==> src/rtl/rv_imm_pkg.sv <==
// Shared types for the RV32I immediate encoder: format select, opcodes and FSM states.
// The optional LUI+ADDI split is controlled by IMM_ENCODER_LI_SPLIT_EN.
package rv_imm_pkg;

   typedef enum logic [2:0] {
      IMM_I = 3'b000,
      IMM_S = 3'b001,
      IMM_B = 3'b010,
      IMM_U = 3'b011,
      IMM_J = 3'b100
   } sel_imm_e;

   localparam logic [6:0] OPC_LUI    = 7'b0110111;
   localparam logic [6:0] OPC_OP_IMM = 7'b0010011;
   localparam logic [2:0] F3_ADDI    = 3'b000;

   // ST_SPLIT is only reachable when IMM_ENCODER_LI_SPLIT_EN is defined.
   typedef enum logic [1:0] {
      ST_IDLE  = 2'd0,
      ST_FULL  = 2'd1,
      ST_SPLIT = 2'd2
   } state_e;

   // True for "addi rd, x0, imm", the only shape eligible for the LUI+ADDI split.
   function automatic logic is_li_addi(input logic [31:0] base);
      return (base[6:0] == OPC_OP_IMM) && (base[14:12] == F3_ADDI) && (base[19:15] == 5'd0);
   endfunction

endpackage

==> src/rtl/imm_pack.sv <==
// Combinational immediate scatter and range check for the five RV32I immediate formats.
// Independent of IMM_ENCODER_LI_SPLIT_EN; the split decision lives in the top.
module imm_pack
   import rv_imm_pkg::*;
(
   input  logic [2:0]  sel,
   input  logic [31:0] base,
   input  logic [31:0] imm,
   output logic [31:0] inst,
   output logic        err
);

   always_comb begin
      inst = base;
      err  = 1'b0;
      case (sel)
         IMM_I: begin
            inst[31:20] = imm[11:0];
            err         = (imm[31:11] != {21{imm[11]}});
         end
         IMM_S: begin
            inst[31:25] = imm[11:5];
            inst[11:7]  = imm[4:0];
            err         = (imm[31:11] != {21{imm[11]}});
         end
         IMM_B: begin
            inst[31]    = imm[12];
            inst[7]     = imm[11];
            inst[30:25] = imm[10:5];
            inst[11:8]  = imm[4:1];
            err         = (imm[31:12] != {20{imm[12]}}) || imm[0];
         end
         IMM_U: begin
            inst[31:12] = imm[31:12];
            err         = (imm[11:0] != 12'd0);
         end
         IMM_J: begin
            inst[31]    = imm[20];
            inst[19:12] = imm[19:12];
            inst[20]    = imm[11];
            inst[30:21] = imm[10:1];
            err         = (imm[31:20] != {12{imm[20]}}) || imm[0];
         end
         // Unknown format: pass the base word through untouched and flag it.
         default: begin
            inst = base;
            err  = 1'b1;
         end
      endcase
   end

endmodule

==> src/rtl/imm_encoder.sv <==
// Immediate encoder with a one-beat output register and valid/ready on both sides.
// Define IMM_ENCODER_LI_SPLIT_EN to expand out-of-range "addi rd,x0,imm" into LUI+ADDI.
module imm_encoder
   import rv_imm_pkg::*;
(
   input  logic        clk,
   input  logic        rst,
   input  logic        req_valid,
   output logic        req_ready,
   input  logic [2:0]  req_sel_imm,
   input  logic [31:0] req_base,
   input  logic [31:0] req_imm,
   output logic        out_valid,
   input  logic        out_ready,
   output logic [31:0] out_inst,
   output logic        out_err
);

   logic [31:0] pack_inst;
   logic        pack_err;

   imm_pack u_pack (
      .sel  (req_sel_imm),
      .base (req_base),
      .imm  (req_imm),
      .inst (pack_inst),
      .err  (pack_err)
   );

   state_e      state_reg, state_next;
   logic [31:0] inst_reg, inst_next;
   logic        err_reg, err_next;
   logic        accept, drain;

   logic [31:0] load_inst;
   logic        load_err;
   state_e      load_state;

`ifdef IMM_ENCODER_LI_SPLIT_EN
   logic [31:0] pend_reg, pend_next;
   logic        split_hit;
   logic [19:0] hi20;
   logic [31:0] lui_inst, addi_inst;

   // For I-format with a legal select, pack_err can only mean "out of range".
   assign split_hit = (req_sel_imm == IMM_I) && pack_err && is_li_addi(req_base);
   // Rounding up by imm[11] compensates for ADDI sign-extending its low 12 bits.
   assign hi20      = req_imm[31:12] + {19'd0, req_imm[11]};
   assign lui_inst  = {hi20, req_base[11:7], OPC_LUI};
   assign addi_inst = {req_imm[11:0], req_base[11:7], req_base[14:12], req_base[11:7], OPC_OP_IMM};

   always_comb begin
      if (split_hit) begin
         load_inst  = lui_inst;
         load_err   = 1'b0;
         load_state = ST_SPLIT;
      end else begin
         load_inst  = pack_inst;
         load_err   = pack_err;
         load_state = ST_FULL;
      end
   end
`else
   assign load_inst  = pack_inst;
   assign load_err   = pack_err;
   assign load_state = ST_FULL;
`endif

   assign out_valid = (state_reg != ST_IDLE);
   assign out_inst  = inst_reg;
   assign out_err   = err_reg;
   assign drain     = out_valid && out_ready;
   assign accept    = req_valid && req_ready;

   // Kept apart from the next-state logic so req_valid never feeds req_ready.
   always_comb begin
      req_ready = 1'b0;
      case (state_reg)
         ST_IDLE: req_ready = 1'b1;
         ST_FULL: req_ready = out_ready;
         default: req_ready = 1'b0;
      endcase
   end

   always_comb begin
      state_next = state_reg;
      inst_next  = inst_reg;
      err_next   = err_reg;
`ifdef IMM_ENCODER_LI_SPLIT_EN
      pend_next  = pend_reg;
`endif
      case (state_reg)
         ST_IDLE: begin
            if (accept) begin
               state_next = load_state;
               inst_next  = load_inst;
               err_next   = load_err;
`ifdef IMM_ENCODER_LI_SPLIT_EN
               pend_next  = addi_inst;
`endif
            end
         end
         ST_FULL: begin
            if (drain) begin
               if (accept) begin
                  state_next = load_state;
                  inst_next  = load_inst;
                  err_next   = load_err;
`ifdef IMM_ENCODER_LI_SPLIT_EN
                  pend_next  = addi_inst;
`endif
               end else begin
                  state_next = ST_IDLE;
               end
            end
         end
`ifdef IMM_ENCODER_LI_SPLIT_EN
         ST_SPLIT: begin
            if (drain) begin
               state_next = ST_FULL;
               inst_next  = pend_reg;
               err_next   = 1'b0;
            end
         end
`endif
         default: state_next = ST_IDLE;
      endcase
   end

   always_ff @(posedge clk or posedge rst) begin
      if (rst) begin
         state_reg <= ST_IDLE;
         inst_reg  <= 32'h0;
         err_reg   <= 1'b0;
`ifdef IMM_ENCODER_LI_SPLIT_EN
         pend_reg  <= 32'h0;
`endif
      end else begin
         state_reg <= state_next;
         inst_reg  <= inst_next;
         err_reg   <= err_next;
`ifdef IMM_ENCODER_LI_SPLIT_EN
         pend_reg  <= pend_next;
`endif
      end
   end

endmodule

==> config.mk <==
export PLATFORM = sky130hd
export DESIGN_NAME = imm_encoder
export DESIGN_NICKNAME = d
export VERILOG_FILES = /design/src/rtl/rv_imm_pkg.sv /design/src/rtl/imm_pack.sv /design/src/rtl/imm_encoder.sv
export SDC_FILE = /design/constraint.sdc
export NUM_CORES = 1
export LEC_CHECK = 0
export ABC_CLOCK_PERIOD_IN_PS = 1700
export BUFFER_PORTS_ARGS = -buffer_cell sky130_fd_sc_hd__buf_2
export CAP_MARGIN = 30
export CORE_MARGIN = 4
export CORE_UTILIZATION = 45
export CTS_CLUSTER_DIAMETER = 120
export DETAILED_ROUTE_END_ITERATION = 8
export PLACE_DENSITY = 0.8
export REMOVE_ABC_BUFFERS = 1
export SLEW_MARGIN = 10
export SYNTH_ARGS = -nofsm -noshare
export SYNTH_HDL_FRONTEND = slang
export SYNTH_SLANG_ARGS = --single-unit
==> constraint.sdc <==
create_clock -name clk -period 1.7 [get_ports clk]
set_clock_uncertainty 0.1 [all_clocks]
set_input_delay 0.34 -clock clk [delete_from_list [all_inputs] [get_ports clk]]
set_output_delay 0.34 -clock clk [all_outputs]
set_load 0.02 [all_outputs]
==> results.toml, run 1 <==
[floorplan]
rows = 23
chipWidth_um = 74.1
floorplan_die_height_um = 74.1
starting_density_pct = 47.8
core_mm2 = 0.00412
die_area_mm2 = 0.00550
floorplan.io_pins = 106

[detailed_routing]
drt-pass1-iter-count = 4
detailedRoute.firstIterationViolations = 136
viasPerCell = 5.43
antenna_left = 0
post-route-drc-count = 0
routed_wirelength_um = 6240
vias = 2201
drt-wirelength-per-cell_um = 15.4

[final_layout]
fillCellCount = 374
design.final.nets = 425
layout.cells.non_filler = 405
largest_reg_flops = 32
most_frequent_standard_cell_in_the_layout_excluding_fill_and_tap_cells = "buf_2"
final_cell_area_mm2 = 0.00291
layout-area-overhead-vs-synth_pct = 47.9
commonest_cells_after_routing_fill_and_taps_aside = "buf_2, dfrtp_1, buf_4, nand2_1"
antenna_diode_count = 0
drive_gt1_share_pct = 46.8
final_core_utilization_pct = 70.7

[timing]
setup_viol = 0
period_minus_slack_ns = 1.58
timing.slew.headroom_pct = 71.0
timing.final.hold_violations = 0
tightest_slew_ns = 0.435
fin_setup_tns_ns = 0
max_freq_ghz = 0.635
unrepaired_setup_endpoints_after_global_routing = "no"
maxSlewViolCount = 0
timing.final.crit_share_pct = 92.7

[synth]
synth_adder_area_share_pct = 0
yosys_warnings = 0
ys_types = 35
synth-xor-area-share_pct = 0.890
synth_mux_area_share_pct = 14.9
ys_ff_latch = 34
dominant_combinational_cell_family_by_area_after_synthesis = "simple AND/OR/NAND/NOR gates"
complex_gate_fraction_of_the_synthesized_area_pct = 18.3
post_synth_and_or_nand_nor_area_fraction_pct = 19.3
ys_seq_area_share_pct = 43.2
syn_inst = 220
syn-cell-area_mm2 = 0.00197
post_synth.cell_area_avg_um2 = 8.95

[placed_design]
hpwlAfterDp_um = 5020
numPortBuffers = 105
detailed_place.area_mm2 = 0.00278
placed_cells = 397
gp_routability_congestion = 0.898

[critical_path]
critical_path.reg2reg.startpoint = "state_reg[0]"
worst_setup_ep_type = "flip-flop"
timing_worst_setup_path_type = "input port to flip-flop"
critPathCapture = "out_err"
setup.worst_path.start_class = "input port"
startpoint = "req_imm[12]"
worstPathRequired_ns = 1.77
r2r.worst_path.cells = 5
worstPathArrival_ns = 1.64
path_max_fanout = 2
r2r-end = "out_inst[28]"
worst_r2r_setup_slack_ns = 0.26

[global_routing]
antenna_found_initial = 0
global_route_wire_length_before_repair_um = 10000
first_global_vias = 2195
grt_overflow_total = 0
grt_max_degree = 35
gr-usage-all-layers_pct = 23.3

[clock_tree]
cts_inserted_buffers = 5
clock-sinks = 34
cts.root.buffer_cell = "clkbuf_8"
postCtsSetupRepairBufs = 0
clk_latency_worst_skew_pair_ns = 0.29
clock_path_buffers = 2
cts_max_level = 2
clkSlewWorstSetupHoldPaths_ns = 0.08
tritoncts = "built"

[pwr]
power.leakage_nw = 1.46
peakVddDrop_mv = 0.719
power_density_mw_per_mm2 = 869

[job]
cap_violations = 0

[min_path]
holdCritPathClass = "input port to async pin"

[outcome]
outcome = "complete, no violations"
## layer usage
metal	GRT usage (%)	wire length [um]	vias up
li1	-	-	1077
met1	31.0	2700	1034
met2	38.9	3020	81
met3	4.73	441	9
met4	6.04	82	0
met5	0	0	-
## worst max-delay path: stages
cell and delay (ns):
buf_2 0.11, or4_4 0.54, nor4_2 0.28, o221ai_1 0.15, o21ai_1 0.13, a31oi_1 0.09
## cells by family (layout without fill, tap and decap cells)
group,Yosys count,in the layout
AO/OA/AOI/OAI,60,60
XOR/XNOR,2,2
buffers and inverters,16,151
flip-flops,34,34
multiplexers,28,28
AND/OR/NAND/NOR,80,80
## through the flow
stage | total power [mW] | hold WS [ns] | setup slack, ns
after detailed placement | 1.78 | 0.361 | -0.240
after CTS | 2.54 | 0.0541 | 0.0661
after global placement | 1.76 | 0.355 | -0.253
after floorplan | 1.40 | 0.348 | -0.537
after global routing | 2.67 | 0.0861 | 0.0261
final | 2.53 | 0.0359 | 0.124
## repair_timing
item / CTS / global route
endpoints found under the setup margin: 0 / 1
hold buffers: 0 / 0
hold endpoints to repair: 0 / 0
gates resized for setup: 0 / 4
## layout make-up
| cell class | count | area, um2 | share of cell area, % |
|---|---|---|---|
| multi-input combinational | 170 | 1070 | 36.9 |
| sequential | 34 | 851 | 29.2 |
| timing repair buffer | 139 | 793 | 27.3 |
| clock buffer | 5 | 68.8 | 2.36 |
| tap | 50 | 62.6 | 2.15 |
| clock inverter | 3 | 45.0 | 1.55 |
| inverter | 4 | 15.0 | 0.516 |
## cell usage after synthesis
library cell | number | area, um2
mux2i_1 | 17 | 170
nand3_1 | 2 | 10.0
a221oi_1 | 1 | 8.76
mux2_2 | 11 | 124
o31ai_1 | 7 | 52.6
inv_1 | 4 | 15.0
xnor2_1 | 1 | 8.76
a22oi_1 | 1 | 7.51
nor2_1 | 20 | 75.1
nand4_1 | 3 | 18.8
o221ai_1 | 1 | 8.76
clkbuf_1 | 8 | 30.0
dfrtp_1 | 34 | 851
nor3b_1 | 2 | 15.0
xor2_1 | 1 | 8.76
nand2b_1 | 3 | 18.8
o211ai_1 | 2 | 15.0
o311a_1 | 1 | 10.0
o21bai_1 | 1 | 7.51
or2_2 | 2 | 12.5
a211oi_1 | 2 | 15.0
nor3_2 | 1 | 10.0
a31oi_1 | 3 | 18.8
nand2_1 | 30 | 113
nor3_1 | 2 | 10.0
a21oi_1 | 10 | 50.1
nor4_1 | 8 | 50.1
and2_1 | 1 | 6.26
o22ai_1 | 9 | 56.3
o21ai_0 | 20 | 100
or3_1 | 2 | 12.5
nor2b_1 | 1 | 6.26
or4_1 | 3 | 22.5
o21ai_1 | 2 | 10.0
buf_2 | 4 | 20.0
## power by group
group,switching (mW),internal (mW),total (mW)
logic,0.452,0.327,0.779
registers,0.0588,0.929,0.988
clock network,0.326,0.436,0.762
## worst min-delay path by stage
stage,from,to,slack (ns),depth (start not counted)
after floorplan,req_valid,state_reg[0],0.35,1
after global placement,rst,out_inst[1],0.36,3
after detailed placement,rst,out_inst[14],0.36,3
after CTS,rst,out_inst[2],0.05,3
after global routing,rst,out_inst[27],0.09,3
final,rst,out_inst[27],0.04,3
(Power assumes the default switching activity.)
==> run 2: changes to the inputs <==
ABC_CLOCK_PERIOD_IN_PS = 1850   (was 1700)
CORE_UTILIZATION = 48   (was 45)
PLACE_DENSITY = 0.85   (was 0.8)
clock period = 1.85 ns   (was 1.7 ns; I/O delays follow)
==> run 2 against run 1 <==
Compared with the run above:
- power is 14% lower
- utilization is 1.2 points lower
- sequential power is 8.0% lower
- worst setup slack better by 0.069 ns
- register-to-register slack better by 0.17 ns
- final cell count is 3.7% lower
- critical path type unchanged
==> results.toml, run 2 (synthesis gave the netlist of run 1 again) <==
[placed_design]
detailed_place.area_mm2 = 0.00266
hpwlAfterDp_um = 4670
detailedPlace.worstSlack_ns = -0.0951
numPortBuffers = 105
gp_routability_congestion = 0.934
placed_cells = 382

[detailed_routing]
antenna_left = 0
drt-wirelength-per-cell_um = 15.1
met3_wirelength_um = 438
routed_wirelength_um = 5900
met2_length_um = 2920
drt-pass1-iter-count = 4
vias = 2163
viasPerCell = 5.55
wirelength_met1_um = 2460
detailedRoute.firstIterationViolations = 135
post-route-drc-count = 0
top_layer = "met4"

[global_routing]
grt_overflow_total = 0
grt_max_degree = 41
antenna_found_initial = 0
gr-usage-all-layers_pct = 22.9
global_route_wire_length_before_repair_um = 9290
first_global_vias = 2101

[timing]
tightest_slew_ns = 0.429
maxSlewViolCount = 0
timing.final.hold_violations = 0
timing.slew.headroom_pct = 71.4
fin_hold_ws_ns = 0.0639
setup_viol = 0
final.setup.worst_slack_ns = 0.194
period_minus_slack_ns = 1.66
max_freq_ghz = 0.604
fin_setup_tns_ns = 0
unrepaired_setup_endpoints_after_global_routing = "no"
timing.final.crit_share_pct = 89.5

[floorplan]
floorplan_die_height_um = 72.0
starting_density_pct = 49.6
chipWidth_um = 72.0
core_mm2 = 0.00397
die_area_mm2 = 0.00519
floorplan.io_pins = 106
rows = 23

[final_layout]
final_core_utilization_pct = 69.5
largest_reg_flops = 32
antenna_diode_count = 0
final_cell_area_mm2 = 0.00276
layout.cells.non_filler = 390
design.final.nets = 410
most_frequent_standard_cell_in_the_layout_excluding_fill_and_tap_cells = "buf_2"
commonest_cells_after_routing_fill_and_taps_aside = "buf_2, dfrtp_1, nand2_1, nor2_1, o21ai_0"
drive_gt1_share_pct = 43.2
layout-area-overhead-vs-synth_pct = 40.2

[pwr]
peakVddDrop_mv = 0.542
power.leakage_nw = 1.38
power_density_mw_per_mm2 = 787
total_power_mw = 2.17

[clock_tree]
cts_inserted_buffers = 5
cts_hold_buf = 0
clk_latency_worst_skew_pair_ns = 0.28
clock_path_buffers = 2
cts.repair.resized = 0
tritoncts = "built"
cts_max_level = 2
clock-sinks = 34
cts.root.buffer_cell = "clkbuf_8"
postCtsSetupRepairBufs = 0
clkSlewWorstSetupHoldPaths_ns = 0.07

[critical_path]
worstPathRequired_ns = 1.91
r2r.worst_path.cells = 5
worst_setup_ep_type = "flip-flop"
worstPathArrival_ns = 1.72
path_max_fanout = 2
timing_worst_setup_path_type = "input port to flip-flop"
worst_r2r_setup_slack_ns = 0.43
critical_path.reg2reg.startpoint = "state_reg[0]"
setup.worst_path.start_class = "input port"
r2r-end = "out_err"

[job]
cap_violations = 0

[outcome]
outcome = "complete, no violations"

[min_path]
holdCritPathClass = "input port to async pin"
-- run 2: changes by cell type in the layout (fill, tap and decap cells not counted), sizes merged --
cell and delta:
clkbuf +1, clkinvlp -1, clkinv +1, buf -15, bufinv -1
-- run 2: worst max path at each step --
stage / start / endpoint / slack, ns / cells past startpoint
2_1_floorplan: state_reg[0] / out_inst[0] / -0.39 / 3
3_3_place_gp: req_imm[15] / out_err / -0.08 / 6
3_5_place_dp: req_imm[15] / out_err / -0.1 / 6
4_1_cts: req_imm[15] / out_err / 0.21 / 6
5_1_grt: req_imm[15] / out_err / 0.1 / 6
6_report: req_imm[15] / out_err / 0.19 / 6
-- run 2: cell type report --
class                           count  area, um2
Inverter                            4       15.0
Clock inverter                      2       12.5
Sequential cell                    34        851
Tap cell                           50       62.6
Multi-Input combinational cell    170       1050
Clock buffer                        6       82.6
Fill cell                         349       1210
Timing Repair Buffer              124        681
-- run 2: where the power goes --
part	leakage [nW]	total [mW]	internal (mW)	switching (mW)
sequential	0.410	0.909	0.854	0.0547
combinational	0.925	0.685	0.279	0.406
clock	0.0472	0.576	0.299	0.277
-- run 2: per-layer routing --
| layer | vias up | track usage, % |
|---|---|---|
| met5 | - | 0 |
| met4 | 0 | 8.77 |
| met1 | 1004 | 28.0 |
| met3 | 11 | 4.43 |
| met2 | 101 | 39.9 |
| li1 | 1047 | - |
-- run 2: critical path, cell delays in order --
cell and delay [ns]:
buf_2 0.10, or4_1 0.55, nor4_1 0.30, o221ai_1 0.16, o21ai_1 0.14, a31oi_1 0.09
==> run 3: changes to the inputs <==
ABC_CLOCK_PERIOD_IN_PS = 1650   (was 1850)
CORE_UTILIZATION = 45   (was 48)
PLACE_DENSITY = 0.8   (was 0.85)
clock period = 1.65 ns   (was 1.85 ns; I/O delays follow)
==> run 3 against run 2 <==
Compared with the run above:
- design area grew 5.2%
- die area is 5.9% higher
- final cell count up 4.1%
- critical path type unchanged
- largest power group unchanged
- highest routed layer unchanged
==> results.toml, run 3 (synthesis gave the netlist of run 1 again) <==
[detailed_routing]
detailedRoute.firstIterationViolations = 111
drt-wirelength-per-cell_um = 14.9
antenna_left = 0
post-route-drc-count = 0
drt-pass1-iter-count = 4
viasPerCell = 5.35
routed_wirelength_um = 6070
vias = 2172

[floorplan]
floorplan_die_height_um = 74.1
starting_density_pct = 47.8
floorplan.io_pins = 106
die_area_mm2 = 0.00550
rows = 23
core_mm2 = 0.00412
chipWidth_um = 74.1

[final_layout]
antenna_diode_count = 0
final_cell_area_mm2 = 0.00290
fillCellCount = 362
layout.cells.non_filler = 406
drive_gt1_share_pct = 46.3
layout-area-overhead-vs-synth_pct = 47.4
largest_reg_flops = 32
final_core_utilization_pct = 70.5
multi_input_area_mm2 = 0.00107
design.final.nets = 426
most_frequent_standard_cell_in_the_layout_excluding_fill_and_tap_cells = "buf_2"
regArea_um2 = 851
commonest_cells_after_routing_fill_and_taps_aside = "buf_2, dfrtp_1, buf_4, nand2_1"

[timing]
timing.slew.headroom_pct = 71.1
timing.final.hold_violations = 0
timing.final.crit_share_pct = 97.0
setup_viol = 0
tightest_slew_ns = 0.433
maxSlewViolCount = 0
unrepaired_setup_endpoints_after_global_routing = "no"
max_freq_ghz = 0.625
period_minus_slack_ns = 1.60

[clock_tree]
cts.root.buffer_cell = "clkbuf_8"
clkSlewWorstSetupHoldPaths_ns = 0.07
postCtsSetupRepairBufs = 0
clock-sinks = 34
clk_latency_worst_skew_pair_ns = 0.28
cts_inserted_buffers = 5
clock_path_buffers = 2
tritoncts = "built"
cts_max_level = 2

[critical_path]
worst_path_max_delay_cell = "or4_4"
critical-path-max-stage-delay_ns = 0.54
worst_setup_ep_type = "flip-flop"
cell_breakdown_of_the_critical_path = "buf_2, or4_4, nor4_2, o221ai_1, o21ai_1, a31oi_1"
setup.worst_path.start_class = "input port"
worstPathArrival_ns = 1.65
worstPathRequired_ns = 1.70
timing_worst_setup_path_type = "input port to flip-flop"
path_max_fanout = 2

[pwr]
peakVddDrop_mv = 0.540
power.leakage_nw = 1.47
power_density_mw_per_mm2 = 847
total_power_mw = 2.46

[global_routing]
grt_max_degree = 35
gr-usage-all-layers_pct = 22.8
grt_overflow_total = 0
global_route_wire_length_before_repair_um = 9770
antenna_found_initial = 0
first_global_vias = 2151

[placed_design]
gp_routability_congestion = 0.886
numPortBuffers = 105
detailed_place.area_mm2 = 0.00280
hpwlAfterDp_um = 4960
placed_cells = 398

[min_path]
holdCritPathClass = "input port to async pin"

[job]
cap_violations = 0

[outcome]
outcome = "complete, no violations"
==> run 3: changes by cell type in the layout (fill, tap and decap cells not counted) <==
cell and delta:
buf_4 +15, or4_1 -2, or4_4 +2, buf_12 +1, clkbuf_1 +1, clkinvlp_4 -1, nor4_1 -1, nor4_2 +1
==> run 3: area by class of cell <==
cell class | instances | share of cell area (%)
Tap cell | 50 | 2.16
Sequential cell | 34 | 29.3
Clock inverter | 1 | 0.172
Timing Repair Buffer | 140 | 28.0
Inverter | 4 | 0.517
Clock buffer | 7 | 2.98
Multi-Input combinational cell | 170 | 36.8
==> run 3: through the flow <==
| step | setup WS [ns] | setup TNS (ns) | hold slack (ns) |
|---|---|---|---|
| floorplan | -0.587 | -15.16 | 0.338 |
| global placement | -0.282 | -0.282 | 0.346 |
| detailed placement | -0.293 | -0.293 | 0.350 |
| CTS | 0.00993 | 0 | 0.0444 |
| global route | 0.00785 | 0 | 0.0658 |
| finish | 0.0489 | 0 | 0.0376 |
==> run 3: timing repair <==
| action | 4_1_cts | 5_1_grt |
|---|---|---|
| endpoints found under the setup margin | 0 | 1 |
| hold buffers | 0 | 0 |
| resized for setup | 0 | 3 |
==> run 3: path summary, 6_finish.rpt <==
kind	startpoint	end	slack, ns	cells past startpoint
worst min-delay path	rst	out_inst[15]	0.04	3
worst max-delay path	req_imm[15]	out_err	0.05	6
max in group asynchronous	rst	out_inst[22]	1.11	3
worst min register to register	out_inst[15]	out_inst[15]	0.37	2
worst max register to register	state_reg[0]	out_err	0.21	5
min in group clk	req_base[3]	out_inst[3]	0.18	2
==> run 3: critical path, delay by kind of cell <==
family | cells | cell delay (ns)
compound gates | 3 | 0.38
buf+inv | 1 | 0.11
simple gates | 2 | 0.84
==> run 3: power breakdown <==
part	switching (mW)	internal, mW
Combinational	0.462	0.342
Clock	0.300	0.337
Sequential	0.0584	0.958
Total	0.820	1.64
==> run 3: metal layers <==
| layer | up-vias | GRT usage (%) | routed length (um) |
|---|---|---|---|
| met5 | - | 0 | 0 |
| met4 | 0 | 6.04 | 65 |
| met3 | 8 | 6.49 | 415 |
| met2 | 84 | 37.2 | 2920 |
| met1 | 1000 | 29.9 | 2670 |
| li1 | 1080 | - | - |
